[src/rtl/ctrl_pkg.sv]
// Shared encodings for the control sequencer: states, datapath selects and decoded-opcode fields.
// Purely declarative; no logic and no flow control live here.
// Included by every sequencer file through a package import.
package ctrl_pkg;

    typedef enum logic [3:0] {
        S_FETCH   = 4'd0,
        S_IM0     = 4'd1,
        S_ZP0     = 4'd2,
        S_ZP1     = 4'd3,
        S_ABS0    = 4'd4,
        S_ABS1    = 4'd5,
        S_ABSFIX  = 4'd6,
        S_ABS2    = 4'd7,
        S_IND_ZP0 = 4'd8,
        S_IND_ZP1 = 4'd9,
        S_IND_ZP2 = 4'd10,
        S_INDFIX  = 4'd11,
        S_IND_ZP3 = 4'd12
    } state_t;

    localparam logic [2:0] AS_PC   = 3'd0;
    localparam logic [2:0] AS_ZERO = 3'd1;
    localparam logic [2:0] AS_ABS  = 3'd2;
    localparam logic [2:0] AS_IND0 = 3'd3;
    localparam logic [2:0] AS_IND1 = 3'd4;

    localparam logic [1:0] AOP_ADR0 = 2'd0;
    localparam logic [1:0] AOP_ADR1 = 2'd1;
    localparam logic [1:0] AOP_ADC  = 2'd2;
    localparam logic [1:0] AOP_LD   = 2'd3;

    typedef enum logic [2:0] {M_IMM, M_ZP, M_ABS, M_INDX, M_INDY} mode_t;
    typedef enum logic [1:0] {C_LD, C_ADC, C_ST, C_OTH} op_class_t;
    // Register codes line up with both alu_select and store_select encodings.
    typedef enum logic [1:0] {R_A = 2'd0, R_X = 2'd1, R_Y = 2'd2, R_Z = 2'd3} reg_t;

    typedef struct packed {
        mode_t     mode;
        op_class_t op_class;
        reg_t      index_reg;
        reg_t      target;
        logic      is_store;
        logic      legal;
    } dec_t;

    function automatic logic [1:0] reg_sel(input reg_t r);
        return 2'(r);
    endfunction

endpackage

[src/rtl/opcode_decoder.sv]
// Opcode classifier: addressing mode, operation class, index and target register, legality.
// Latency: combinational, zero cycles.
// Backpressure: none; the caller decides when the result is used.
module opcode_decoder
    import ctrl_pkg::*;
(
    input  logic [7:0] opcode,
    output dec_t       dec
);

    always_comb begin
        dec = '{mode: M_IMM, op_class: C_OTH, index_reg: R_Z, target: R_A,
                is_store: 1'b0, legal: 1'b0};
        if (opcode[1:0] == 2'b01) begin
            dec.legal = (opcode != 8'h89);
            case (opcode[4:2])
                3'd0: begin dec.mode = M_INDX; dec.index_reg = R_X; end
                3'd1: dec.mode = M_ZP;
                3'd2: dec.mode = M_IMM;
                3'd3: dec.mode = M_ABS;
                3'd4: begin dec.mode = M_INDY; dec.index_reg = R_Y; end
                3'd5: begin dec.mode = M_ZP;   dec.index_reg = R_X; end
                3'd6: begin dec.mode = M_ABS;  dec.index_reg = R_Y; end
                default: begin dec.mode = M_ABS; dec.index_reg = R_X; end
            endcase
            case (opcode[7:5])
                3'd3:    dec.op_class = C_ADC;
                3'd4:    dec.op_class = C_ST;
                3'd5:    dec.op_class = C_LD;
                default: dec.op_class = C_OTH;
            endcase
        end else begin
            // LDX/LDY/STX/STY: bit1 picks X over Y, bit5 picks load over store.
            dec.target   = opcode[1] ? R_X : R_Y;
            dec.op_class = opcode[5] ? C_LD : C_ST;
            case (opcode)
                8'hA0, 8'hA2:                 begin dec.legal = 1'b1; dec.mode = M_IMM; end
                8'hA4, 8'hA6, 8'h84, 8'h86:   begin dec.legal = 1'b1; dec.mode = M_ZP;  end
                8'hAC, 8'hAE, 8'h8C, 8'h8E:   begin dec.legal = 1'b1; dec.mode = M_ABS; end
                default:                      dec.legal = 1'b0;
            endcase
        end
        dec.is_store = (dec.op_class == C_ST);
    end

endmodule

[src/rtl/ctrl_sequencer.sv]
// CPU control sequencer: steps fetch/operand/address/execute cycles and emits datapath strobes.
// Latency: strobes are combinational from state, opcode_q and ready; state moves once per ready cycle.
// Backpressure: ready=0 freezes state and masks every strobe while selects and read_write hold.
module ctrl_sequencer
    import ctrl_pkg::*;
#(
    parameter int STATE_W      = 6,
    parameter int PAGE_PENALTY = 1,
    parameter int RDY_EN       = 1
) (
    input  logic               clk,
    input  logic               rst,
    input  logic [7:0]         opcode,
    input  logic               ready,
    input  logic               page_cross,
    output logic               instruction_load,
    output logic               increment_pc,
    output logic               indirl_load,
    output logic               dirl_load,
    output logic               dirh_load,
    output logic               dirh_inc,
    output logic               a_load,
    output logic               x_load,
    output logic               y_load,
    output logic               read_write,
    output logic [2:0]         address_select,
    output logic [1:0]         store_select,
    output logic [1:0]         alu_select,
    output logic [1:0]         alu_opcode,
    output logic               illegal,
    output logic [STATE_W-1:0] fsm
);

    state_t     state;
    logic [7:0] opcode_q;
    dec_t       bus_dec;
    dec_t       q_dec;
    logic       rdy;
    logic       go;
    logic       indexed;
    logic       take_fix;
    logic       last_cyc;
    logic [1:0] adr1_op;
    logic       unused_dec;

    opcode_decoder u_bus_dec (.opcode(opcode),   .dec(bus_dec));
    opcode_decoder u_q_dec   (.opcode(opcode_q), .dec(q_dec));

    assign rdy      = (RDY_EN != 0) ? ready : 1'b1;
    assign go       = rdy & ~rst;
    assign indexed  = ((q_dec.mode == M_ABS) && (q_dec.index_reg != R_Z)) || (q_dec.mode == M_INDY);
    // Stores always take the fix cycle so the write never lands on an unfixed address.
    assign take_fix = (PAGE_PENALTY != 0) && indexed && (page_cross || q_dec.is_store);
    assign adr1_op  = (PAGE_PENALTY != 0) ? AOP_LD : AOP_ADR1;
    assign fsm      = STATE_W'(state);
    assign unused_dec = ^{q_dec.legal, bus_dec.op_class, bus_dec.index_reg,
                          bus_dec.target, bus_dec.is_store};

    always_ff @(posedge clk) begin
        if (rst) begin
            state    <= S_FETCH;
            opcode_q <= 8'hEA;
        end else if (rdy) begin
            case (state)
                S_FETCH: begin
                    opcode_q <= opcode;
                    if (bus_dec.legal) begin
                        case (bus_dec.mode)
                            M_IMM:   state <= S_IM0;
                            M_ZP:    state <= S_ZP0;
                            M_ABS:   state <= S_ABS0;
                            default: state <= S_IND_ZP0;
                        endcase
                    end
                end
                S_ZP0:     state <= S_ZP1;
                S_ABS0:    state <= S_ABS1;
                S_ABS1:    state <= take_fix ? S_ABSFIX : S_ABS2;
                S_ABSFIX:  state <= S_ABS2;
                S_IND_ZP0: state <= S_IND_ZP1;
                S_IND_ZP1: state <= S_IND_ZP2;
                S_IND_ZP2: state <= take_fix ? S_INDFIX : S_IND_ZP3;
                S_INDFIX:  state <= S_IND_ZP3;
                default:   state <= S_FETCH;
            endcase
        end
    end

    always_comb begin
        instruction_load = 1'b0;
        increment_pc     = 1'b0;
        indirl_load      = 1'b0;
        dirl_load        = 1'b0;
        dirh_load        = 1'b0;
        dirh_inc         = 1'b0;
        a_load           = 1'b0;
        x_load           = 1'b0;
        y_load           = 1'b0;
        read_write       = 1'b0;
        illegal          = 1'b0;
        address_select   = AS_PC;
        store_select     = 2'd0;
        alu_select       = reg_sel(R_Z);
        alu_opcode       = AOP_LD;
        last_cyc         = 1'b0;
        case (state)
            S_FETCH: begin
                instruction_load = 1'b1;
                increment_pc     = 1'b1;
                illegal          = ~bus_dec.legal;
            end
            S_IM0: begin
                increment_pc = 1'b1;
                last_cyc     = 1'b1;
            end
            S_ZP0, S_ABS0: begin
                increment_pc = 1'b1;
                dirl_load    = 1'b1;
                alu_opcode   = AOP_ADR0;
                alu_select   = reg_sel(q_dec.index_reg);
            end
            S_ZP1: begin
                address_select = AS_ZERO;
                last_cyc       = 1'b1;
            end
            S_ABS1, S_IND_ZP2: begin
                increment_pc   = (state == S_ABS1);
                dirh_load      = 1'b1;
                alu_opcode     = adr1_op;
                address_select = (state == S_ABS1) ? AS_PC : AS_IND1;
            end
            S_ABSFIX, S_INDFIX: begin
                address_select = AS_ABS;
                dirh_inc       = page_cross;
            end
            S_ABS2, S_IND_ZP3: begin
                address_select = AS_ABS;
                last_cyc       = 1'b1;
            end
            S_IND_ZP0: begin
                increment_pc = 1'b1;
                indirl_load  = 1'b1;
                alu_opcode   = AOP_ADR0;
                alu_select   = (q_dec.mode == M_INDX) ? reg_sel(R_X) : reg_sel(R_Z);
            end
            S_IND_ZP1: begin
                address_select = AS_IND0;
                dirl_load      = 1'b1;
                alu_opcode     = AOP_ADR0;
                alu_select     = (q_dec.mode == M_INDY) ? reg_sel(R_Y) : reg_sel(R_Z);
            end
            default: ;
        endcase
        if (last_cyc) begin
            case (q_dec.op_class)
                C_LD: begin
                    a_load = (q_dec.target == R_A);
                    x_load = (q_dec.target == R_X);
                    y_load = (q_dec.target == R_Y);
                end
                C_ADC: begin
                    alu_opcode = AOP_ADC;
                    alu_select = reg_sel(R_A);
                    a_load     = 1'b1;
                end
                C_ST: begin
                    read_write   = 1'b1;
                    store_select = reg_sel(q_dec.target);
                end
                default: ;
            endcase
        end
        if (!go) begin
            instruction_load = 1'b0;
            increment_pc     = 1'b0;
            indirl_load      = 1'b0;
            dirl_load        = 1'b0;
            dirh_load        = 1'b0;
            dirh_inc         = 1'b0;
            a_load           = 1'b0;
            x_load           = 1'b0;
            y_load           = 1'b0;
            illegal          = 1'b0;
        end
        if (rst) begin
            read_write     = 1'b0;
            address_select = AS_PC;
        end
    end

endmodule

[config.mk]
export PLATFORM = sky130hd
export DESIGN_NAME = ctrl_sequencer
export DESIGN_NICKNAME = d
export VERILOG_FILES = /design/src/rtl/ctrl_pkg.sv /design/src/rtl/opcode_decoder.sv /design/src/rtl/ctrl_sequencer.sv
export SDC_FILE = /design/constraint.sdc
export NUM_CORES = 1
export LEC_CHECK = 0
export ABC_CLOCK_PERIOD_IN_PS = 4180
export CORE_ASPECT_RATIO = 1.5
export CORE_MARGIN = 2
export CORE_UTILIZATION = 48
export CTS_CLUSTER_DIAMETER = 200
export DETAILED_ROUTE_END_ITERATION = 6
export PLACE_DENSITY = 0.85
export SLEW_MARGIN = 40
export SYNTH_ARGS = -nofsm -noshare
export SYNTH_HDL_FRONTEND = slang
export SYNTH_SLANG_ARGS = --single-unit
[constraint.sdc]
create_clock -name clk -period 4.18 [get_ports clk]
set_input_delay 0.836 -clock clk [delete_from_list [all_inputs] [get_ports clk]]
set_output_delay 0.836 -clock clk [all_outputs]
set_load 0.02 [all_outputs]
==> results.cfg <==
[sta]
slew_headroom_pct = 57.4
setup_viol = 0
report.final.hold_viol_count = 0
tns_ps = 0
tightest_slew_ps = 638
rsz0062_at_grt = false
finalCritPeriodShare_pct = 84.6
finClkSkew_ps = 13.0
period_needed_ps = 3540
slew_viol_final = 0
max_clock_freq_mhz = 283

[floorplanning]
placementRows = 20
initial_core_util_pct = 51.4
io_pins = 38
die-area_mm2 = 0.00262
core_mm2 = 0.00208
dieHeight_um = 61.8
die_x_um = 42.5

[layout]
seq_area_um2 = 240
antennaDiodeCount = 0
nFillCells = 182
multi_input_area_um2 = 757
nets = 204
finalInstanceArea_mm2 = 0.00145
drive_above_1_share_pct = 5.24
areaGrowthSynthToFinish_pct = 35.4

[clock_tree]
clkSlewWorstSetupHoldPaths_ps = 90
cts_sinks = 12
cts_root_buf = clkbuf_4
htree_levels = 1
post-cts-setup-buffers = 0
hold_buffers = 0
insertion_delay_ps = 290
cts_buffers = 3
cts_resized = 0
ctsLongestPathBuffers = 2
cts_tree = built

[drt]
ant_nets = 0
first_pass_iters = 4
viasPerCell = 6.02
via_count = 1283
wl_per_cell_um = 14.4
route.detailed.drc = 0
wl_um = 3070
drtIter0Drc = 63

[power]
netSwitchingFraction_pct = 39.9
power_frac_clock_pct = 22.0
seqPwrFrac_pct = 36.4
p_leak_uw = 0.000534
ir_drop_v = 0.000230
powerDensity_mw_per_mm2 = 301
switchingPower_uw = 173
combPwrFrac_pct = 41.5
power.internal_uw = 262

[global_route]
grt_max_degree = 20
gr-usage-all-layers_pct = 24.8
grt_pass1_vias = 1129
antenna_found_initial = 0
grt_overflow_total = 0
grt_pass1_wl_um = 5000

[placement]
place_congestion = 0.897
dp_hpwl_um = 2350
placed_area_mm2 = 0.00141
port_buffers = 35

[synth]
synth-seq-area-share_pct = 22.5
synth_seq_cells = 12
synth_top_area_share_pct = 22.5
yosys.cell_types.count = 41
synth_most_common_cell = nand2_1
synthFlopType = dfxtp_1
synth_area_mm2 = 0.00107
synth_edf_count = 0
synth.avg_cell_area_um2 = 6.71
yosys_warnings = 0
syn_inst = 159
synthArstFlopShare_pct = 0
ys_top_cells_by_count = nand2_1 (26), a21oi_1 (15), nor2_1 (14)
synth_top_cell_by_area = dfxtp_1
synthTopCellsByArea = dfxtp_1 (23%), nand2_1 (9.1%), a21oi_1 (7.0%)

[worst_setup_path]
slowest_delay_ps = 740
cp.arrival_ps = 2700
critPathKind = flip-flop to output port
slowest_stage = dfxtp_1
worst_setup_path_start_kind = flip-flop
crit_fanout = 19
r2r_slack_ps = 2440
crit_required_ps = 3340
critical_path.cell_chain = nand2_1 > mux2i_1 > nand2b_1 > a211oi_1 > clkdlybuf4s50_1
end_kind = output port

[worst_hold_path]
hold_class = flip-flop to flip-flop

[outcome]
status = finished clean

[flow_run]
maxCapViolCount = 0
-- placed cells by master, fill, tap and decap left out, drive strengths merged, types with 5 or more instances in the layout --
cell type | netlist | routed
nand3 | 5 | 5
nor2 | 14 | 14
clkdlybuf4s50 | 0 | 35
inv | 5 | 5
dfxtp | 12 | 12
a21oi | 15 | 15
nor2b | 5 | 5
o21ai | 5 | 5
nand2b | 9 | 9
nor3 | 9 | 9
nand2 | 26 | 26
-- sequential cells by signal, indices dropped and copies added (netlist names) --
signal	cells
state	4
opcode_q	8
-- power by group through the flow --
stage	clock network [uW]	logic (uW)	registers [uW]
floorplan	0	128	151
detailed placement	0	178	160
CTS	95.6	179	157
global placement	0	175	158
finish	95.8	181	159
global route	98.3	199	162
-- critical path, delay by kind of cell (launching register included) --
family                 cells  cell delay, ps
AOI/OAI and AO/OA          1             250
buffers and inverters      1             660
and+or+nand+nor            2             410
DFF                        1             740
muxes                      1             350
-- path summary, 6_finish.rpt --
| kind | start | endpoint | depth (start not counted) |
|---|---|---|---|
| setup / recovery | state[3] | read_write | 5 |
| hold / removal | opcode_q[6] | opcode_q[6] | 2 |
| setup reg to reg | state[3] | state[1] | 5 |
| hold reg to reg | opcode_q[6] | opcode_q[6] | 2 |
-- logic make-up (layout without fill, tap and decap cells) --
group                     Yosys count  in the layout  share of synthesized area (%)
DFF                                12             12                           22.5
AOI/OAI and AO/OA                  43             43                           25.7
xor gates and xnor gates            1              1                          0.821
other                               1              2                          0.351
muxes                               2              2                           1.88
and+or+nand+nor                    85             85                           41.9
buffers and inverters              15             46                           6.92
-- layer usage --
layer  global-route usage (%)  vias up  wire length, um
met5                        0        -                0
met4                     15.6        0               84
met3                     1.73       11              123
met2                     43.1       54             1520
met1                     30.1      587             1340
li1                         -      631                -
-- through the flow --
step	power [uW]	utilization, %	hold WS (ps)	std cells	setup slack, ps
global placement	334	67.8	483	209	715
floorplan	280	-	464	160	1530
detailed placement	338	67.8	504	209	662
global route	459	69.6	549	213	477
finish	435	69.6	512	213	643
CTS	432	69.6	515	213	658
-- area by class of cell --
class	instances	area share, %
Multi-Input combinational cell	133	52.4
Timing Repair Buffer	37	25.3
Sequential cell	12	16.6
Clock buffer	4	2.51
Tap cell	22	1.90
Inverter	5	1.30
(Power assumes the default switching activity.)
==> variant 1: new RTL, config.mk and constraints unchanged <==
The parameter `STATE_W` goes from 6 to 12.
--- a/src/rtl/ctrl_sequencer.sv
+++ b/src/rtl/ctrl_sequencer.sv
@@ -4,7 +4,7 @@
 module ctrl_sequencer
     import ctrl_pkg::*;
 #(
-    parameter int STATE_W      = 6,
+    parameter int STATE_W      = 12,
     parameter int PAGE_PENALTY = 1,
     parameter int RDY_EN       = 1
 ) (
Ports: changed (resized fsm); port bits go from 38 to 44. The function was not compared with the original's and may differ.
==> variant 1 against the original RTL <==
Largest power group unchanged. Wire length is 5.6% higher. Synthesized area is 4.2% higher. Sequential cell count stayed put. Setup slack worse by 0.069 ns. Combinational power is 3% higher. Total power is 1.0% higher. Highest routed layer unchanged. Cell area is 1.1% higher. Sequential power hardly changed. Cell count is 2.8% higher. Clock skew is 0.0047 ns lower.
==> variant 1: results <==
set metrics [dict create \
    worstHoldPathType "flip-flop to flip-flop" \
    finalNonFillerCells 219 \
    grt_util_met1 0.290 \
    portBuffers 35 \
    grtUsageTotal 0.257 \
    worstMarginPinSlew_ns 0.650 \
    vdd_drop_max_mv 0.234 \
    fin_skew_ns 0.00829 \
    synthArstFlopShare 0 \
    grt_pass1_wl_um 5590 \
    num_antenna_cells 0 \
    clk_latency_ns 0.28 \
    nets 209 \
    synth.yosys.seq_area_share 0.216 \
    fillCellCount 211 \
    status "completed" \
    drc_errors 0 \
    clkTransAtPathRegs_ns 0.07 \
    netlist_top_cells_area "dfxtp_1 22%, nand2_1 8.8%, a21oi_1 6.7%, buf_4 6.1%, nand2b_1 5.1%" \
    drive_gt1_frac 0.0459 \
    p_leak_nw 0.548 \
    hold-worst-slack_ns 0.516 \
    gp_congestion 0.891 \
    r2r_start "state[1]$_SDFFE_PP0P_" \
    met2_usage 0.461 \
    p_switching_w 0.000179 \
    critPathSlowestCell "clkdlybuf4s50_1" \
    grt_start_max_net_pins 20 \
    combPwrFrac 0.423 \
    dr.first_iter.drc_count 39 \
    vias 1286 \
    syn_avg_cell_area_um2 6.74 \
    hpwl_um 2540 \
    hold_start "opcode_q[0]$_SDFFE_PP0P_" \
    postRouteWirelength_um 3240 \
    met3_usage 0.0318 \
    ys_types 41 \
    slowest_delay_ns 0.63 \
    cp-startpoint "ready" \
    path_max_fanout 5 \
    rrSetupSlack_ns 2.32 \
    place_area_um2 1430 \
]
## variant 1: routing by layer
layer	vias to the layer above	part of all wire
met1	598	0.38
met4	0	0.023
met5	-	0
met2	51	0.56
li1	629	-
met3	8	0.040
## variant 1: power by group through the flow
stage	Clock, W	Sequential (W)	Combinational (W)
after floorplan	0	0.000151	0.000137
after global placement	0	0.000160	0.000178
after detailed placement	0	0.000161	0.000182
after CTS	0.0000948	0.000159	0.000185
after global routing	0.000102	0.000163	0.000202
final	0.0000941	0.000159	0.000186
## variant 1: path summary, 6_finish.rpt
kind	end	cells after the start
setup / recovery	a_load	5
hold / removal	opcode_q[0]$_SDFFE_PP0P_	2
setup reg to reg	state[0]$_SDFFE_PP0P_	5
hold reg to reg	opcode_q[0]$_SDFFE_PP0P_	2
## variant 1: critical path: cells and delay by family
kind / cells / cell delay (ns)
buffers and inverters: 2 / 1.18
AND/OR/NAND/NOR: 3 / 0.76
## variant 1: layout make-up
class / instances / area share
Timing Repair Buffer: 36 / 0.245
Clock buffer: 4 / 0.0248
Multi-Input combinational cell: 139 / 0.533
Tap cell: 23 / 0.0197
Sequential cell: 12 / 0.164
Inverter: 5 / 0.0128
## variant 1: cell families after synthesis
family / count (synthesis) / share of synthesized area
simple gates: 85 / 0.402
compound gates: 43 / 0.246
buf+inv: 21 / 0.107
flops: 12 / 0.216
mux: 2 / 0.0180
xor+xnor: 1 / 0.00788
other cells: 1 / 0.00337
## variant 1: per-stage QoR
stage	setup WS (ns)	utilization	power (W)
after floorplan	1.53	-	0.000289
after global placement	0.692	0.646	0.000339
after CTS	0.599	0.662	0.000438
after global routing	0.465	0.662	0.000467
after detailed placement	0.635	0.646	0.000344
final	0.574	0.662	0.000440
==> variant 2: new RTL, same settings <==
Made on the original files. Reset style: asynchronous (`rst`), changed in one clocked block.
--- a/src/rtl/ctrl_sequencer.sv
+++ b/src/rtl/ctrl_sequencer.sv
@@ -56,7 +56,7 @@
     assign unused_dec = ^{q_dec.legal, bus_dec.op_class, bus_dec.index_reg,
                           bus_dec.target, bus_dec.is_store};
 
-    always_ff @(posedge clk) begin
+    always_ff @(posedge clk or posedge rst) begin
         if (rst) begin
             state    <= S_FETCH;
             opcode_q <= 8'hEA;
Formal check against the unedited RTL: differs if rst is asserted again (counterexample within 4 cycles, from zero or initial values and one cycle with rst high); with rst held inactive, the same outputs for 4 cycles.
==> variant 2 against the original RTL <==
Clock skew is 0.0037 ns lower. Setup slack got worse by 0.053 ns. Synthesized area grew 3.2%. Worst hold slack better by 0.023 ns. Cell area increased by 2.9%. Synthesized cell count is 8.8% lower. Via count shrank 2.3%. Sequential cell count unchanged. Wire length grew 0.85%. Critical path type is now input pin to output port.
Power is not compared: it rests on default switching activity, and its combinational part moved more than twofold at a synthesized area within 25%.
==> variant 2: results <==
set metrics [dict create \
    met2_usage 0.438 \
    drive_gt1_frac 0.119 \
    worstMarginPinSlew_ns 0.656 \
    hpwl_um 2390 \
    hold_start "opcode_q[3]$_DFFE_PP1P_" \
    synth.yosys.seq_area_share 0.278 \
    met3_usage 0.0318 \
    multi_input_area_share 0.492 \
    grt_util_met1 0.277 \
    synthArstFlopShare 1.00 \
    final_cell_area_um2 1490 \
    arrival_ns 2.75 \
    met3_length_um 142 \
    crit_end "illegal" \
    syn_avg_cell_area_um2 7.59 \
    hold_end "opcode_q[3]$_DFFE_PP1P_" \
    status "completed" \
    cp-startpoint "rst" \
    core_area_um2 2210 \
    routedWlPerCell_um 15.5 \
    signal_buffers 36 \
    wl_met2_um 1700 \
    inv_count 7 \
    buf_share 0.241 \
    dr.first_iter.drc_count 21 \
    rrSetupSlack_ns 1.98 \
    fillCellCount 202 \
    dp.cells 196 \
    gp_congestion 0.878 \
]
[variant 2: changes by cell type after synthesis, moves of 4 or more]
cell / delta
inv_1: +4
mux2_2: +6
dfxtp_1: -12
buf_2: -5
nand3b_1: -4
clkbuf_1: +4
dfstp_2: +5
nand2_1: -4
dfrtp_1: +7
a21oi_1: -10
o21ai_0: +7
[variant 2: logic make-up (layout without fill, tap and decap cells)]
logic type,after synthesis,count (layout),share of synthesized area
AND/OR/NAND/NOR,66,66,0.308
AO/OA/AOI/OAI,42,42,0.270
buffers and inverters,16,47,0.0614
flip-flops,12,12,0.278
multiplexers,7,7,0.0705
other,1,2,0.00341
XOR/XNOR,1,1,0.00796
[variant 2: worst max-delay path, cell delays in order]
cell	delay (ns)
clkdlybuf4s50_1	0.50
inv_1	0.25
nand2_1	0.21
nor2_1	0.21
and2_1	0.16
clkdlybuf4s50_1	0.60
[variant 2: report_power, final]
part	internal [W]	switching (W)
sequential	0.000189	0.000125
clock	0.0000531	0.0000442
combinational	0.000263	0.000292
total	0.000506	0.000462
